File: config.mk
export PLATFORM = sky130hd
export DESIGN_NAME = pe_result_collector_flat
export DESIGN_NICKNAME = d
export VERILOG_FILES = /design/src/rtl/pe_result_collector_pkg.sv /design/src/rtl/pe_result_collector_if.sv /design/src/rtl/pe_result_collector_sync_fifo.sv /design/src/rtl/pe_result_collector.sv /design/src/flat_wrapper.sv
export SDC_FILE = /design/constraint.sdc
export NUM_CORES = 1
export LEC_CHECK = 0
export CORE_UTILIZATION = 60
export CTS_CLUSTER_DIAMETER = 60
export DETAILED_ROUTE_END_ITERATION = 8
export MAX_ROUTING_LAYER = met4
export PLACE_DENSITY_LB_ADDON = 0.25
export SETUP_SLACK_MARGIN = 0.2
export SYNTH_ARGS = -nofsm -noshare
export SYNTH_HDL_FRONTEND = slang
export SYNTH_SLANG_ARGS = --single-unit
File: constraint.sdc
create_clock -name clk -period 8.9 [get_ports clk]
set_clock_uncertainty 0.2 [all_clocks]
set_input_delay 1.335 -clock clk [delete_from_list [all_inputs] [get_ports clk]]
set_output_delay 1.335 -clock clk [all_outputs]
set_load 0.02 [all_outputs]
File: src/rtl/pe_result_collector_pkg.sv
// rtl/pe_result_collector_pkg.sv - shared widths, state encoding and result word layout
package pe_result_collector_pkg;

  localparam int dwidth_float = 32;

  typedef enum logic [0:0] {
    S_WAIT = 1'b0,
    S_SEND = 1'b1
  } collector_state_e;

  // Buffered entry: end-of-packet flag travels alongside the data word
  typedef struct packed {
    logic                    last;
    logic [dwidth_float-1:0] data;
  } result_word_t;

endpackage

File: src/rtl/pe_result_collector_if.sv
// rtl/pe_result_collector_if.sv - PE result ingress and AXI-Stream egress bundle
interface pe_result_collector_if
  import pe_result_collector_pkg::*;
#(
  parameter int DW = dwidth_float
);

  logic [DW-1:0] s_data;
  logic          s_valid;
  logic          s_last;
  logic [DW-1:0] m_axis_tdata;
  logic          m_axis_tvalid;
  logic          m_axis_tlast;
  logic          m_axis_tready;

  // master: PE plus downstream sink; slave: the collector itself
  modport master (
    output s_data, s_valid, s_last, m_axis_tready,
    input  m_axis_tdata, m_axis_tvalid, m_axis_tlast
  );

  modport slave (
    input  s_data, s_valid, s_last, m_axis_tready,
    output m_axis_tdata, m_axis_tvalid, m_axis_tlast
  );

endinterface

File: src/rtl/pe_result_collector_sync_fifo.sv
// rtl/pe_result_collector_sync_fifo.sv - synchronous FIFO with wrap-bit pointers and exact count
module sync_fifo #(
  parameter int WIDTH = 33,
  parameter int DEPTH = 32
) (
  input  logic                       clk,
  input  logic                       rst,
  input  logic                       i_push,
  input  logic [WIDTH-1:0]           i_wdata,
  input  logic                       i_pop,
  output logic [WIDTH-1:0]           o_rdata,
  output logic                       o_full,
  output logic                       o_empty,
  output logic [$clog2(DEPTH):0]     o_count
);

  localparam int AW = $clog2(DEPTH);

  logic [WIDTH-1:0] r_mem [DEPTH];
  logic [AW:0]      r_wr_ptr;
  logic [AW:0]      r_rd_ptr;
  logic             w_do_push;
  logic             w_do_pop;

  assign o_full    = (r_wr_ptr[AW] != r_rd_ptr[AW]) &&
                     (r_wr_ptr[AW-1:0] == r_rd_ptr[AW-1:0]);
  assign o_empty   = (r_wr_ptr == r_rd_ptr);
  assign o_count   = r_wr_ptr - r_rd_ptr;
  assign o_rdata   = r_mem[r_rd_ptr[AW-1:0]];

  // A push into a full FIFO is legal when the head leaves on the same edge
  assign w_do_pop  = i_pop && !o_empty;
  assign w_do_push = i_push && (!o_full || w_do_pop);

  always_ff @(posedge clk) begin
    if (rst) begin
      r_wr_ptr <= '0;
      r_rd_ptr <= '0;
    end else begin
      if (w_do_push) r_wr_ptr <= r_wr_ptr + (AW+1)'(1);
      if (w_do_pop)  r_rd_ptr <= r_rd_ptr + (AW+1)'(1);
    end
  end

  always_ff @(posedge clk) begin
    if (!rst && w_do_push) r_mem[r_wr_ptr[AW-1:0]] <= i_wdata;
  end

endmodule

File: src/rtl/pe_result_collector.sv
// rtl/pe_result_collector.sv - buffers PE results, re-emits as AXI-Stream, raises issue credit
module pe_result_collector
  import pe_result_collector_pkg::*;
#(
  parameter int DEPTH     = 32,
  parameter int LATENCY   = 16,
  parameter int STORE_FWD = 0
) (
  input  logic                    clk,
  input  logic                    rst,
  pe_result_collector_if.slave    bus,
  output logic                    o_issue_ok,
  output logic                    o_overflow,
  output logic [$clog2(DEPTH):0]  o_fill,
  output logic [15:0]             o_pkt_done_cnt
);

  localparam int          AW        = $clog2(DEPTH);
  localparam logic [AW:0] ISSUE_MAX = (AW+1)'(DEPTH - LATENCY - 1);
  localparam logic [0:0]  ST_WAIT   = S_WAIT;
  localparam logic [0:0]  ST_SEND   = S_SEND;

  result_word_t w_wr_word;
  result_word_t w_head;
  logic         w_full;
  logic         w_empty;
  logic [AW:0]  w_count;
  logic         w_tvalid;
  logic         w_pop;
  logic         w_accept;
  logic         w_push_last;
  logic         w_pop_last;
  logic         w_start;

  logic [0:0]   r_state;
  logic [AW:0]  r_pkts_buffered;
  logic         r_overflow;
  logic         r_issue_ok;
  logic [15:0]  r_pkt_done_cnt;

  assign w_wr_word = {bus.s_last, bus.s_data};

  sync_fifo #(
    .WIDTH ($bits(result_word_t)),
    .DEPTH (DEPTH)
  ) u_fifo (
    .clk     (clk),
    .rst     (rst),
    .i_push  (bus.s_valid),
    .i_wdata (w_wr_word),
    .i_pop   (w_pop),
    .o_rdata (w_head),
    .o_full  (w_full),
    .o_empty (w_empty),
    .o_count (w_count)
  );

  // Outputs come straight from the registered head, so they hold until popped
  assign w_tvalid           = (r_state == ST_SEND) && !w_empty;
  assign w_pop              = w_tvalid && bus.m_axis_tready;
  assign bus.m_axis_tvalid  = w_tvalid;
  assign bus.m_axis_tdata   = w_tvalid ? w_head.data : '0;
  assign bus.m_axis_tlast   = w_tvalid && w_head.last;

  assign w_accept    = bus.s_valid && (!w_full || w_pop);
  assign w_push_last = w_accept && bus.s_last;
  assign w_pop_last  = w_pop && w_head.last;

  // A full FIFO with no complete packet forces cut-through so oversize packets drain
  assign w_start = !w_empty &&
                   ((STORE_FWD == 0) || (r_pkts_buffered != '0) || w_full);

  always_ff @(posedge clk) begin
    if (rst) begin
      r_state        <= ST_WAIT;
      r_pkt_done_cnt <= '0;
    end else begin
      case (r_state)
        ST_WAIT: begin
          if (w_start) r_state <= ST_SEND;
        end
        default: begin
          if (w_pop_last) begin
            r_state        <= ST_WAIT;
            r_pkt_done_cnt <= r_pkt_done_cnt + 16'd1;
          end
        end
      endcase
    end
  end

  always_ff @(posedge clk) begin
    if (rst) begin
      r_pkts_buffered <= '0;
    end else if (w_push_last && !w_pop_last) begin
      r_pkts_buffered <= r_pkts_buffered + (AW+1)'(1);
    end else if (!w_push_last && w_pop_last) begin
      r_pkts_buffered <= r_pkts_buffered - (AW+1)'(1);
    end
  end

  always_ff @(posedge clk) begin
    if (rst) begin
      r_overflow <= 1'b0;
      r_issue_ok <= 1'b1;
    end else begin
      if (bus.s_valid && !w_accept) r_overflow <= 1'b1;
      r_issue_ok <= (w_count <= ISSUE_MAX);
    end
  end

  assign o_issue_ok     = r_issue_ok;
  assign o_overflow     = r_overflow;
  assign o_fill         = w_count;
  assign o_pkt_done_cnt = r_pkt_done_cnt;

endmodule

File: src/flat_wrapper.sv
// flat-port wrapper written by rule: the top's interface ports become plain ports
module pe_result_collector_flat import pe_result_collector_pkg::*;
#(
  parameter int DEPTH     = 32,
  parameter int LATENCY   = 16,
  parameter int STORE_FWD = 0
)
  (clk, rst, o_issue_ok, o_overflow, o_fill, o_pkt_done_cnt, bus_s_data, bus_s_valid, bus_s_last, bus_m_axis_tready, bus_m_axis_tdata, bus_m_axis_tvalid, bus_m_axis_tlast);
  pe_result_collector_if bus_i ();
  input  logic clk;
  input  logic rst;
  output logic o_issue_ok;
  output logic o_overflow;
  output logic [$clog2(DEPTH):0] o_fill;
  output logic [15:0] o_pkt_done_cnt;
  input wire logic [$bits(bus_i.s_data)-1:0] bus_s_data;
  input wire logic [$bits(bus_i.s_valid)-1:0] bus_s_valid;
  input wire logic [$bits(bus_i.s_last)-1:0] bus_s_last;
  input wire logic [$bits(bus_i.m_axis_tready)-1:0] bus_m_axis_tready;
  output wire logic [$bits(bus_i.m_axis_tdata)-1:0] bus_m_axis_tdata;
  output wire logic [$bits(bus_i.m_axis_tvalid)-1:0] bus_m_axis_tvalid;
  output wire logic [$bits(bus_i.m_axis_tlast)-1:0] bus_m_axis_tlast;
  assign bus_i.s_data = bus_s_data;
  assign bus_i.s_valid = bus_s_valid;
  assign bus_i.s_last = bus_s_last;
  assign bus_i.m_axis_tready = bus_m_axis_tready;
  assign bus_m_axis_tdata = bus_i.m_axis_tdata;
  assign bus_m_axis_tvalid = bus_i.m_axis_tvalid;
  assign bus_m_axis_tlast = bus_i.m_axis_tlast;
  pe_result_collector #(.DEPTH(DEPTH), .LATENCY(LATENCY), .STORE_FWD(STORE_FWD)) u_core (.clk(clk), .rst(rst), .bus(bus_i), .o_issue_ok(o_issue_ok), .o_overflow(o_overflow), .o_fill(o_fill), .o_pkt_done_cnt(o_pkt_done_cnt));
endmodule
==> Word-level counts from Yosys, hierarchy flattened <==
Memory sizes are Yosys's and may differ from the RTL's. A register that Yosys moved wholly into a read port is not among the register bits.
Cells that the tools add are included.
{ "totals": {"n_memories": 1, "ram_bits": 1056, "rom_bits": 0, "in_bits": 37, "elab_cells": 40, "latch_bits": 0, "regBits": 31} }
{ "op_classes": {"bitwise_logic": 0, "order_cmp": 1, "eq_ne": 3, "mul": 0, "n_reduce_logical": 17, "n_mux": 8, "n_div": 0, "add_sub_neg": 4, "shift": 0} }
{ "memory_table": {"columns": ["name", "words", "word_bits", "rd", "rd_ports_with_merged_regs", "write_ports", "line", "text"], "rows": [
  ["u_core.u_fifo.r_mem", 32, 33, 1, 1, 1, "pe_result_collector_sync_fifo.sv:19", "logic [WIDTH-1:0] r_mem [DEPTH];"]
]} }
{ "ops": {"columns": ["cell", "n"], "rows": [
  ["2-to-1 mux 32 bit", 1],
  ["adder 16 x 1 -> 16 bit (second input constant)", 1],
  ["adder 6 x 1 -> 6 bit (second input constant)", 2],
  ["logical AND 1 bit", 10],
  ["2-to-1 mux 5 bit", 2],
  ["equality test 6 bit", 1],
  ["<= comparator 6 x 4 -> 1 bit (second input constant)", 1],
  ["subtractor 6 bit", 1],
  ["equality test 5 bit", 1],
  ["2-to-1 mux 1 bit", 5],
  ["zero test 1 bit", 4],
  ["logical OR 1 bit", 2],
  ["AND reduction 2 bit", 1],
  ["!= test 1 bit", 1]
]} }

==> Longest topological paths before layout <==
{ "depth": {"ltp_word": 10, "mapped_depth": 10, "depth_no_buf": 10} }

==> By module <==
From an unflattened synthesis, not the netlist that was laid out.
{ "unflattened": {"hier_cells": 2372, "area_unflattened_um2": 42963.7} }
{ "modules_own_cells": {"columns": ["module", "n_inst", "area_per_inst_um2", "cells_per_inst", "seq_area_each_um2"], "rows": [
  ["sync_fifo", 1, 41866.4, 2238, 32050.7],
  ["pe_result_collector", 1, 1097.3, 134, 380.4]
]} }

==> Least setup slack after synthesis <==
Ideal clock, no wire load.
{ "synth_path": {"path_kind": "input -> register", "from": "in bus_m_axis_tready", "to": "mem u_core.u_fifo.r_mem[29][0] (enable)", "arrival_ns": 3.409, "setup_slack_ns": 4.868, "t_required_ns": 8.277, "stages": 5, "cell_sequence": "and2_1 o41ai_2 nor2_1 nand2_1 nor2_1"} }
{ "synth_via": {"elab_chain_len": 7} }
{ "synth_rtl": {"columns": ["item", "line", "text"], "rows": [
  ["start, declared", "flat_wrapper.sv:19", "input wire logic [$bits(bus_i.m_axis_tready)-1:0] bus_m_axis_tready;"],
  ["logical AND 1 bit", "pe_result_collector.sv:60", "assign w_pop = w_tvalid && bus.m_axis_tready;"],
  ["logical AND 1 bit", "pe_result_collector_sync_fifo.sv:32", "assign w_do_pop = i_pop && !o_empty;"],
  ["logical OR 1 bit", "pe_result_collector_sync_fifo.sv:33", "assign w_do_push = i_push && (!o_full || w_do_pop);"],
  ["logical AND 1 bit", "pe_result_collector_sync_fifo.sv:33", null],
  ["logical AND 1 bit", "pe_result_collector_sync_fifo.sv:46", "if (!rst && w_do_push) r_mem[r_wr_ptr[AW-1:0]] <= i_wdata;"],
  ["2-to-1 mux 1 bit", "pe_result_collector_sync_fifo.sv:46", null],
  ["2-to-1 mux 1 bit (implied by the code)", "pe_result_collector_sync_fifo.sv:46", null],
  ["end, declared", "pe_result_collector_sync_fifo.sv:19", null]
]} }
Every way passes these cells.

==> out/results.md <==
| Group | Result | Reported |
|---|---|---|
| run status | Result of the run | finished, final reports clean |
| clock tree | Post-CTS sizing | 0 |
| timing | Worst Setup Slack, final | 3260 ps |
| timing | Count of final setup violators | 0 |
| layout | Ratio of cells with drive above 1 in the final layout | 27.0% |
| timing | Portion of the clock cycle consumed by the worst path in the final layout | 63.4% |
| logic synthesis | Synthesized area per cell | 23.1 um^2 |
| floorplan | Floorplan Core Area | 69100 um^2 |
| global route | Antenna violations before repair | 1 |
| global route | Maximum number of pins on one net before global-route repair | 162 |
| clock tree | Clk sink count | 1092 |
| place | Final weighted congestion in routability-driven placement | 0.757 |
| clock tree | Clock edge transition at the registers on the reported setup and hold paths | 60 ps |
| worst hold path | Count of cells along the worst hold path | 2 |
| floorplan | Cell row count | 96 |
| layout | Layout overhead on the synthesized area | 13.5% |
| global route | Tot GR Track Use | 28.5% |
| logic synthesis | Cell area after synthesis | 42200 um^2 |
| place | HPWL Detailed | 45.2 mm |
| timing | Slew at the pin closest to its max-slew limit | 1250 ps |
| place | Count of input and output buffers | 94 |
| floorplan | Ports | 95 |
| clock tree | Post-CTS Setup Bufs | 0 |
| detailed routing | Ratio of routed vias to standard cells | 6.62 |
| logic synthesis | Main area contributors after synthesis | sky130_fd_sc_hd__edfxtp_1, sky130_fd_sc_hd__mux4_2, sky130_fd_sc_hd__dfxtp_1 |
| detailed routing | DRC violations left | 0 |
| clock tree | Cell at the root of the clock tree | sky130_fd_sc_hd__clkbuf_16 |
| place | Post-placement setup slack | 3920 ps |
| timing | Setup repair after global routing missed its margin | no |
| floorplan | Die outline area | 71300 um^2 |
| setup path | Critical path buffers and inverters | 2 |
| setup path | Data arrival time of the critical path | 4110 ps |
| detailed routing | Post-Route WL | 95.9 mm |
| setup path | Category of the worst setup path launch point | flip-flop |
| layout | Number of nets at the end of the flow | 2023 |
| layout | Filler instances | 4014 |
| logic synthesis | Number of instances in the synthesized netlist | 1822 |
| clock tree | Insertion delay of the later-clocked pin in the worst-skew pair | 660 ps |
| global route | Vias in the first global route | 20504 |
| global route | First-pass GRT wire length | 138 mm |
| power and ir drop | Leakage | 14.3 nW |
| timing | Final number of hold-violating endpoints | 0 |
| logic synthesis | Synthesized flop and latch total | 1092 |
| logic synthesis | Cell type with the highest aggregate area in the netlist | sky130_fd_sc_hd__edfxtp_1 |
| setup path | Setup CP Type | flip-flop to output pin |
| setup path | Critical path endpoint category | output pin |
| logic synthesis | Synth top cells by count | sky130_fd_sc_hd__edfxtp_1, sky130_fd_sc_hd__mux4_2, sky130_fd_sc_hd__nor2_1 |
| floorplan | Die span in x | 267 um |
| setup path | Logic depth of the worst register-to-register path | 7 |
| setup path | Critical Path Max Stage Delay | 660 ps |
| logic synthesis | Fraction of registers with async set or reset after synthesis | 0% |
| detailed routing | Violation count after the first detailed-routing iteration | 2544 |
| timing | Final Slew Violations | 0 |
| setup path | Maximum fanout along the worst path | 118 |
| timing | Tightest slew margin relative to the limit | 16.4% |
| setup path | Logic depth of the worst setup path including buffers | 6 |
| logic synthesis | Top cell type's share of synthesized area | 75.2% |
| setup path | Critical path required time | 7360 ps |
| power and ir drop | Power density over the cells | 221 nW/um^2 |
| clock tree | Inserted Clock Buffers | 105 |
| logic synthesis | Most frequent cell after synthesis | sky130_fd_sc_hd__edfxtp_1 |
| detailed routing | Drt pass-1 iters | 5 |
| clock tree | Number of hold-repair buffers added at the cts stage | 0 |
| timing | WHS | 275 ps |
| logic synthesis | Yosys Warn Count | 0 |
| clock tree | Maximum buffer depth of the clock tree | 3 |
| setup path | Critical path's slowest cell | sky130_fd_sc_hd__buf_12 |
| floorplan | Effective utilization at floorplan | 61.0% |
| flow run | Max-cap check violation count | 0 |
| detailed routing | Number of nets with antenna violations after detailed routing | 0 |
| detailed routing | Routed wire length per instance | 32.0 um |
| timing | Total Neg Setup Slack | 0 ps |
| clock tree | H-tree depth | 3 |
| detailed routing | Routed via count | 19805 |
| logic synthesis | Number of flops mapped to enable cells by yosys | 1056 |
| global route | Total congestion overflow after global routing | 0 |
| setup path | Sequence of cells on the critical path | buf_12 -> mux4_2 -> mux4_2 -> mux2i_1 -> nor2_1 -> clkdlybuf4s50_1 |
| floorplan | Die Y | 267 um |
| clock tree | Clock tree from TritonCTS | yes |
| setup path | Cell class contributing the biggest share of worst-path delay | multiplexers |
| worst hold path | Worst min path class | flip-flop to flip-flop |
| logic synthesis | Seq/Total Area, Yosys | 76.9% |
| setup path | Top cell by count, worst path | sky130_fd_sc_hd__mux4_2 |
| logic synthesis | Cell variety after synth | 45 |
| place | Placed instance area | 44400 um^2 |
| layout | Post-route cell area | 47900 um^2 |
| power and ir drop | Max IR drop VDD | 0.000156 V |
| timing | Highest attainable clock frequency | 177 MHz |
| logic synthesis | Nets in the synthesized netlist | 1871 |
| logic synthesis | Prevailing post-synth register cell | sky130_fd_sc_hd__edfxtp_1 |
| timing | Minimum clock period | 5640 ps |
flip-flops by register name (all words and copies together), names as in the netlist, named ones only:
register                flops
u_core.o_issue_ok           1
u_core.o_overflow           1
u_core.u_fifo.r_wr_ptr      6
u_core.o_pkt_done_cnt      16
u_core.r_state              1
u_core.u_fifo.r_rd_ptr      6
u_core.u_fifo.r_mem      1056
cells in the final DEF (no fill, tap or decap), drive strengths merged, types with 4 or more instances in the layout:
cell type	Yosys	layout
edfxtp	1056	1056
mux4	320	320
clkbuf	35	130
nor2	95	95
clkdlybuf4s50	0	94
mux2i	48	48
clkinv	0	47
buf	56	42
dfxtp	36	36
nand2	28	28
inv	12	15
a21oi	14	14
bufinv	0	14
nor2b	13	13
nand3	12	12
ha	11	11
xnor2	10	10
mux2	8	8
nand4	7	7
nor3	5	5
o31ai	5	5
or4	5	5
o21ai	5	5
xor2	4	4
and4	4	4
nand3b	4	4
a22oi	4	4
final cells by class:
cell class / instances / area, um^2 / area share (%)
multi-input cells: 627 / 9430 / 19.7
inverters: 12 / 45.0 / 0.0941
repair buffers: 136 / 1310 / 2.73
clock buffers: 130 / 2750 / 5.75
flip-flops and latches: 1092 / 32400 / 67.8
diodes: 1 / 2.50 / 0.00523
well taps: 931 / 1160 / 2.43
clock inverters: 64 / 706 / 1.47
final timing paths:
| path | startpoint | end | slack (ps) |
|---|---|---|---|
| setup / recovery | flip-flop | bus_m_axis_tdata[26] | 3260 |
| hold / removal | u_core.o_overflow | u_core.o_overflow | 280 |
| setup reg to reg | u_core.u_fifo.r_wr_ptr[2] | u_core.u_fifo.r_mem[27][12] | 4880 |
| hold reg to reg | u_core.o_overflow | u_core.o_overflow | 280 |
power breakdown:
group,internal (mW),leakage (nW),total [mW],switching [mW]
logic,0.186,2.78,0.423,0.237
clock network,2.60,1.70,4.48,1.88
registers,5.66,9.79,5.67,0.0112
total,8.44,14.3,10.6,2.12
per-layer routing:
layer / part of all wire [%] / GRT usage (%)
met1: 37 / 36.4
met2: 52 / 46.5
met3: 8.2 / 4.98
met4: 3.6 / 10.9
met5: 0 / -
metrics by stage:
stage	total power, mW	util (%)	std cells
2_1_floorplan	6.03	-	1822
3_3_place_gp	6.18	64.3	2798
3_5_place_dp	6.20	64.3	2798
4_1_cts	10.6	69.3	2992
5_1_grt	10.8	69.3	2993
6_report	10.6	69.3	2993
logic make-up (layout without fill, tap and decap cells):
kind of cell             Yosys count  in the layout  synth area share (%)
buffers and inverters            103            342                  1.25
flip-flops                      1092           1092                  76.9
AO/OA/AOI/OAI                     34             34                 0.525
AND/OR/NAND/NOR                  191            191                  2.16
XOR/XNOR                          14             14                 0.291
adder cells (fa/ha/maj)           12             12                 0.374
other                              0              1                     0
multiplexers                     376            376                  18.5
worst min-delay path, stage by stage, from the launching register on:
cell,delay (ps)
sky130_fd_sc_hd__dfxtp_1,330
sky130_fd_sc_hd__a31oi_1,40
sky130_fd_sc_hd__nor2_1,70
Note: power is estimated with default switching activity, not from simulation.
